<file path="config.mk">
export PLATFORM = sky130hd
export DESIGN_NAME = bp_btb
export DESIGN_NICKNAME = d
export VERILOG_FILES = /design/src/rtl/bp_btb_pkg.sv /design/src/rtl/bp_sat_counter.sv /design/src/rtl/bp_btb.sv
export SDC_FILE = /design/constraint.sdc
export NUM_CORES = 2
export LEC_CHECK = 0
export CORE_UTILIZATION = 45
export CTS_BUF_LIST = sky130_fd_sc_hd__clkbuf_4
export DETAILED_ROUTE_END_ITERATION = 16
export PLACE_DENSITY = 0.65
export SETUP_SLACK_MARGIN = 0.3
export SYNTH_ARGS = -nofsm -noshare
export SYNTH_HDL_FRONTEND = slang
export SYNTH_SLANG_ARGS = --single-unit
</file>
<file path="constraint.sdc">
create_clock -name clk -period 56.4 [get_ports clk]
set_clock_uncertainty 0.2 [all_clocks]
set_input_delay 5.64 -clock clk [delete_from_list [all_inputs] [get_ports clk]]
set_output_delay 5.64 -clock clk [all_outputs]
set_load 0.005 [all_outputs]
</file>
<file path="src/rtl/bp_btb_pkg.sv">
// ============================================================================
// Module : bp_btb_pkg
// Brief  : Shared constants and update-action encoding for the branch target
//          buffer and its saturating direction counters.
// Rev    : 1.0  initial release
// ============================================================================
`default_nettype none

package bp_btb_pkg;

  localparam int BTB_ENTRIES_DEF = 16;
  localparam int BTB_TAG_W_DEF   = 8;
  localparam int BTB_CNT_W_DEF   = 2;

  typedef enum logic [1:0] {
    UPD_NONE  = 2'd0,
    UPD_INC   = 2'd1,
    UPD_DEC   = 2'd2,
    UPD_ALLOC = 2'd3
  } btb_upd_e;

endpackage

`default_nettype wire

</file>
<file path="src/rtl/bp_sat_counter.sv">
// ============================================================================
// Module : bp_sat_counter
// Brief  : Next-value logic for one CNT_W-bit saturating up/down counter.
// Rev    : 1.0  initial release
// ============================================================================
`default_nettype none

module bp_sat_counter #(
  parameter int CNT_W = 2
) (
  input  logic [CNT_W-1:0] cnt_i,
  input  logic             inc_i,
  input  logic             dec_i,
  output logic [CNT_W-1:0] cnt_o
);

  always_comb begin
    cnt_o = cnt_i;
    if (inc_i && (cnt_i != {CNT_W{1'b1}})) begin
      cnt_o = cnt_i + CNT_W'(1);
    end else if (dec_i && (cnt_i != '0)) begin
      cnt_o = cnt_i - CNT_W'(1);
    end
  end

endmodule

`default_nettype wire

</file>
<file path="src/rtl/bp_btb.sv">
// ============================================================================
// Module : bp_btb
// Brief  : Direct-mapped branch target buffer with saturating direction
//          counters, zero-latency lookup and a misprediction counter.
// Rev    : 1.0  initial release
// ============================================================================
`default_nettype none

module bp_btb
  import bp_btb_pkg::*;
#(
  parameter int ENTRIES = BTB_ENTRIES_DEF,
  parameter int TAG_W   = BTB_TAG_W_DEF,
  parameter int CNT_W   = BTB_CNT_W_DEF
) (
  input  logic        clk,
  input  logic        rst,
  input  logic [31:0] pc_i,
  output logic        pred_hit_o,
  output logic        pred_taken_o,
  output logic [31:0] pred_target_o,
  input  logic        upd_valid_i,
  input  logic [31:0] upd_pc_i,
  input  logic        upd_taken_i,
  input  logic [31:0] upd_target_i,
  input  logic        upd_mispred_i,
  input  logic        flush_i,
  output logic [31:0] mispred_cnt_o
);

  localparam int IDX_W  = $clog2(ENTRIES);
  localparam int TAG_LO = IDX_W + 2;
  localparam int TAG_HI = IDX_W + 1 + TAG_W;
  localparam logic [CNT_W-1:0] C_WEAK_T  = CNT_W'(1) << (CNT_W - 1);
  localparam logic [CNT_W-1:0] C_WEAK_NT = C_WEAK_T - CNT_W'(1);

  logic [ENTRIES-1:0] valid_q, valid_d;
  logic [TAG_W-1:0]   tag_q    [ENTRIES];
  logic [TAG_W-1:0]   tag_d    [ENTRIES];
  logic [31:0]        target_q [ENTRIES];
  logic [31:0]        target_d [ENTRIES];
  logic [CNT_W-1:0]   cnt_q    [ENTRIES];
  logic [CNT_W-1:0]   cnt_d    [ENTRIES];
  logic [CNT_W-1:0]   cnt_nxt  [ENTRIES];
  logic [31:0]        mispred_cnt_q, mispred_cnt_d;

  logic [IDX_W-1:0] lk_idx, upd_idx;
  logic [TAG_W-1:0] lk_tag, upd_tag;
  logic             upd_hit;
  btb_upd_e         upd_act;

  assign lk_idx  = pc_i[TAG_LO-1:2];
  assign lk_tag  = pc_i[TAG_HI:TAG_LO];
  assign upd_idx = upd_pc_i[TAG_LO-1:2];
  assign upd_tag = upd_pc_i[TAG_HI:TAG_LO];

  // Lookup reads registered state only, so a same-cycle update is not visible.
  assign pred_hit_o    = valid_q[lk_idx] && (tag_q[lk_idx] == lk_tag);
  assign pred_taken_o  = pred_hit_o && cnt_q[lk_idx][CNT_W-1];
  assign pred_target_o = pred_hit_o ? target_q[lk_idx] : 32'h0;
  assign mispred_cnt_o = mispred_cnt_q;

  logic unused_pc_lo;
  assign unused_pc_lo = ^{pc_i[1:0], upd_pc_i[1:0]};

  generate
    if (TAG_HI < 31) begin : g_unused_hi
      logic unused_pc_hi;
      assign unused_pc_hi = ^{pc_i[31:TAG_HI+1], upd_pc_i[31:TAG_HI+1]};
    end
  endgenerate

  assign upd_hit = valid_q[upd_idx] && (tag_q[upd_idx] == upd_tag);

  always_comb begin
    upd_act = UPD_NONE;
    if (upd_valid_i) begin
      if (upd_hit) begin
        upd_act = upd_taken_i ? UPD_INC : UPD_DEC;
      end else if (upd_taken_i) begin
        upd_act = UPD_ALLOC;
      end
    end
  end

  generate
    for (genvar i = 0; i < ENTRIES; i++) begin : g_entry
      logic sel;
      assign sel = (upd_idx == IDX_W'(i));
      bp_sat_counter #(.CNT_W(CNT_W)) u_cnt (
        .cnt_i (cnt_q[i]),
        .inc_i (sel && (upd_act == UPD_INC)),
        .dec_i (sel && (upd_act == UPD_DEC)),
        .cnt_o (cnt_nxt[i])
      );
    end
  endgenerate

  // Flush only clears valid bits and takes priority over any update.
  always_comb begin
    valid_d  = valid_q;
    tag_d    = tag_q;
    target_d = target_q;
    cnt_d    = cnt_q;
    if (flush_i) begin
      valid_d = '0;
    end else begin
      case (upd_act)
        UPD_INC: begin
          cnt_d[upd_idx]    = cnt_nxt[upd_idx];
          target_d[upd_idx] = upd_target_i;
        end
        UPD_DEC: cnt_d[upd_idx] = cnt_nxt[upd_idx];
        UPD_ALLOC: begin
          valid_d[upd_idx]  = 1'b1;
          tag_d[upd_idx]    = upd_tag;
          target_d[upd_idx] = upd_target_i;
          cnt_d[upd_idx]    = C_WEAK_T;
        end
        default: ;
      endcase
    end
  end

  always_comb begin
    mispred_cnt_d = mispred_cnt_q;
    if (upd_valid_i && upd_mispred_i && (mispred_cnt_q != 32'hFFFF_FFFF)) begin
      mispred_cnt_d = mispred_cnt_q + 32'd1;
    end
  end

  always_ff @(posedge clk or posedge rst) begin
    if (rst) begin
      valid_q       <= '0;
      mispred_cnt_q <= '0;
      for (int i = 0; i < ENTRIES; i++) begin
        tag_q[i]    <= '0;
        target_q[i] <= '0;
        cnt_q[i]    <= C_WEAK_NT;
      end
    end else begin
      valid_q       <= valid_d;
      tag_q         <= tag_d;
      target_q      <= target_d;
      cnt_q         <= cnt_d;
      mispred_cnt_q <= mispred_cnt_d;
    end
  end

endmodule

`default_nettype wire

</file>
==> key figures <==
Placed design
  – Port Buffers: 127
  – Post-DP HPWL: 53700 µm
  – Number of placed cells counting well taps: ~3500
  – Placer congestion estimate: 0.839

Synth
  – Post-synthesis cell area: 0.0360 mm²
  – Mean area per synthesized cell: 14.3 µm²
  – Number of synthesized flops with an enable pin: 0
  – Sequential fraction of the synthesis area: ~50%
  – Synth warn: 0
  – Area leader, netlist: dfrtp_1
  – Largest cells by area after synthesis: dfrtp_1 49%, mux2_2 20%, mux4_2 14%, mux2i_1 1.3%, clkbuf_1 1.3%
  – Most used DFF post-synth: dfrtp_1
  – Yosys reg bits: 720
  – Share of the synthesized area in the top cell type: between 40% and 50%
  – Gate Count Post-Synth: 2514
  – Distinct cells, synth: 75
  – Syn_nets: approximately 2600
  – Async S/R FF share, synth: 100%

STA
  – Hold slack: approximately 0.28 ns
  – Final Hold Vio Count: 0
  – Max-slew violation count: 0
  – Final min period: 16.93 ns
  – Unrepaired setup endpoints after global routing: no
  – Final worst-path cycle share: between 30% and 40%
  – Setup TNS: 0 ns
  – Rel. slew slack: 8.98%
  – Worst Tran Pin Value: 1.36 ns
  – Fmax: 0.0591 GHz
  – Final setup viols: 0

Global route
  – First-pass GRT wire length: ~150000 µm
  – Initial antenna violation count: 7
  – Largest net degree at the start of global routing: 171
  – GRT overflow: 0
  – Global Route Usage Sum: 24.2%
  – Number of global-route vias before repair: 24914

CTS
  – CTS Sinks: 720
  – Clk pin slew, worst setup/hold paths: 0.06 ns
  – Post-CTS Resized: 0
  – H-Tree Level Count: 4
  – # hold bufs at CTS: 0
  – Clk_lat worst skew: 1.06 ns
  – Longest Clk Path Bufs: 3
  – CTS Root Cell: clkbuf_4
  – Post-CTS Setup Bufs: 0
  – Total clock buffers created by CTS: 191
  – CTS tree: done

Floorplan
  – Rows: 103
  – Initial core utilization: 45.5%
  – Ports: roughly 170
  – Die area: 0.0810 mm²
  – Die X: 285 µm
  – Placeable Area: between 0.07 and 0.08 mm²
  – Die Y: roughly 280 µm

Pwr
  – LEAKAGE: roughly 19 nW
  – Clock power frac: between 30% and 40%
  – PD cells: 31.5 mW/mm²
  – Switch share: 26.8%
  – Reg power frac: about half
  – Maximum VDD drop: 0.0163 mV
  – Switching power: 0.343 mW
  – Internal power: 0.936 mW
  – Gate power share: between 15 and 20%

Detailed routing
  – DRC Markers: 0
  – Vias per cell: 5.98
  – Initial DRC count: 1686
  – TritonRoute pass-1 iters: 7
  – Antenna-violating nets left: 0
  – Vias post-DR: 23212
  – Post-Route WL: roughly 95000 µm
  – Avg WL per Cell: 24.6 µm

Setup path
  – Critical Path RT: 50.56 ns
  – Worst Setup End Kind: output port
  – Critical path peak fanout: 43
  – Arrival time worst endpoint: 11.09 ns
  – Register-to-register setup slack: 51.66 ns
  – Startpoint Class: input pin
  – Critical path type: input pin to output port

Run status
  – Status: completed

Final layout
  – Commonest non-fill, non-tap cells in the layout: 704 x dfrtp_1, 645 x mux2_2, 284 x clkbuf_4, 227 x mux4_2, 121 x clkdlybuf4s50_1
  – Multi-input combinational cell area: 0.0170 mm²
  – Layout area overhead: 13.0%
  – Non-Filler Instances: 3881
  – Sequential cell area: approximately 0.018 mm²
  – Most common cell after layout, fill and taps aside: dfrtp_1
  – Layout cells sized above 1: 45.4%
  – Final-layout fill cell count: between 6000 and 7000
  – Post-layout nets: 2814

Worst hold path
  – Hold Crit Class: flop to flop

Job
  – MaxCap Viol Count: 0
[state kept, by name, indices dropped and copies added, names as in the netlist]
name / flops
valid_q: 16
target_q: 512
cnt_q: 32
mispred_cnt_o: 32
tag_q: 128
[per-stage QoR]
step / utilization [%] / cell area (µm²) / setup WS [ns] / total power [mW]
after floorplan: - / 36000 / 30.39 / 0.772
after global placement: 48.3 / 38200 / 39.32 / 0.814
after detailed placement: 48.3 / 38200 / 39.29 / 0.829
after CTS: 51.4 / 40600 / 39.29 / 1.29
after global routing: 51.4 / 40600 / 39.06 / 1.35
final: 51.4 / 40600 / 39.47 / 1.28
[power groups by stage]
stage               combinational [mW]  sequential, mW  clock, mW
global placement                 0.188           0.626          0
global route                     0.211           0.633      0.502
finish                           0.195           0.625      0.459
detailed placement               0.195           0.633          0
CTS                              0.196           0.624      0.474
floorplan                        0.151           0.620          0
[area by class of cell]
cell class | instances | share of cell area [%]
antenna | 3 | 0.0185
clock buffer | 284 | 5.25
clock inverter | 58 | 0.785
inverter | 54 | 0.517
multi-input combinational | 1537 | 41.8
sequential | 720 | 44.4
tap | 1050 | 3.23
timing repair buffer | 175 | 4.02
[cells by family (layout without fill, tap and decap cells)]
group                    count (synthesis)  count (layout)  synth area share, %
other                                    0               3                    0
buffers and inverters                  257             571                 2.85
AND/OR/NAND/NOR                        334             334                 4.69
multiplexers                           920             920                 35.8
AO/OA/AOI/OAI                          197             197                 4.09
XOR/XNOR                                53              53                 1.29
flip-flops                             720             720                 50.2
adder cells (fa/ha/maj)                 33              33                 1.15
[per-layer routing]
metal | share of wire (%) | track usage (%)
met1 | 42 | 31.8
met2 | 49 | 39.4
met3 | 5.7 | 4.91
met4 | 2.7 | 9.33
met5 | 0.041 | 0
[path summary, 6_finish.rpt]
| path | start | end | depth (start not counted) |
|---|---|---|---|
| setup / recovery | pc_i[2] | pred_target_o[28] | 10 |
| hold / removal | cnt_q[8] | cnt_q[8] | 2 |
| setup reg to reg | tag_q[22] | cnt_q[10] | 11 |
| hold reg to reg | cnt_q[8] | cnt_q[8] | 2 |
| max in group asynchronous | rst | target_q[102] | 5 |
| min in group asynchronous | rst | mispred_cnt_o[8] | 2 |
[critical path, stage by stage]
cell	delay, ns
buf_8	0.40
buf_4	0.76
buf_4	0.82
mux4_2	0.59
mux4_2	0.56
xnor2_1	0.18
nand4_1	0.16
nor2_4	0.89
and3_1	0.40
clkdlybuf4s50_1	0.54
[Yosys cell counts, types with 7 or more instances]
cell,count
nand4_1,9
nor4_1,8
nand2_1,89
nand2b_1,7
nor2_1,70
clkbuf_1,127
a21oi_1,22
nor2b_1,10
ha_1,33
dfrtp_1,704
and3_1,39
mux4_2,227
a21o_1,24
nor3_1,20
xnor2_1,39
a211oi_1,11
mux2i_1,48
and2_1,8
dfstp_2,16
inv_1,53
nand3_1,34
a22oi_1,31
buf_1,52
a2111oi_0,12
xor2_1,14
o21ai_0,29
o31ai_1,8
or3_1,13
mux2_2,645
buf_2,16
(Power assumes the default switching activity.)
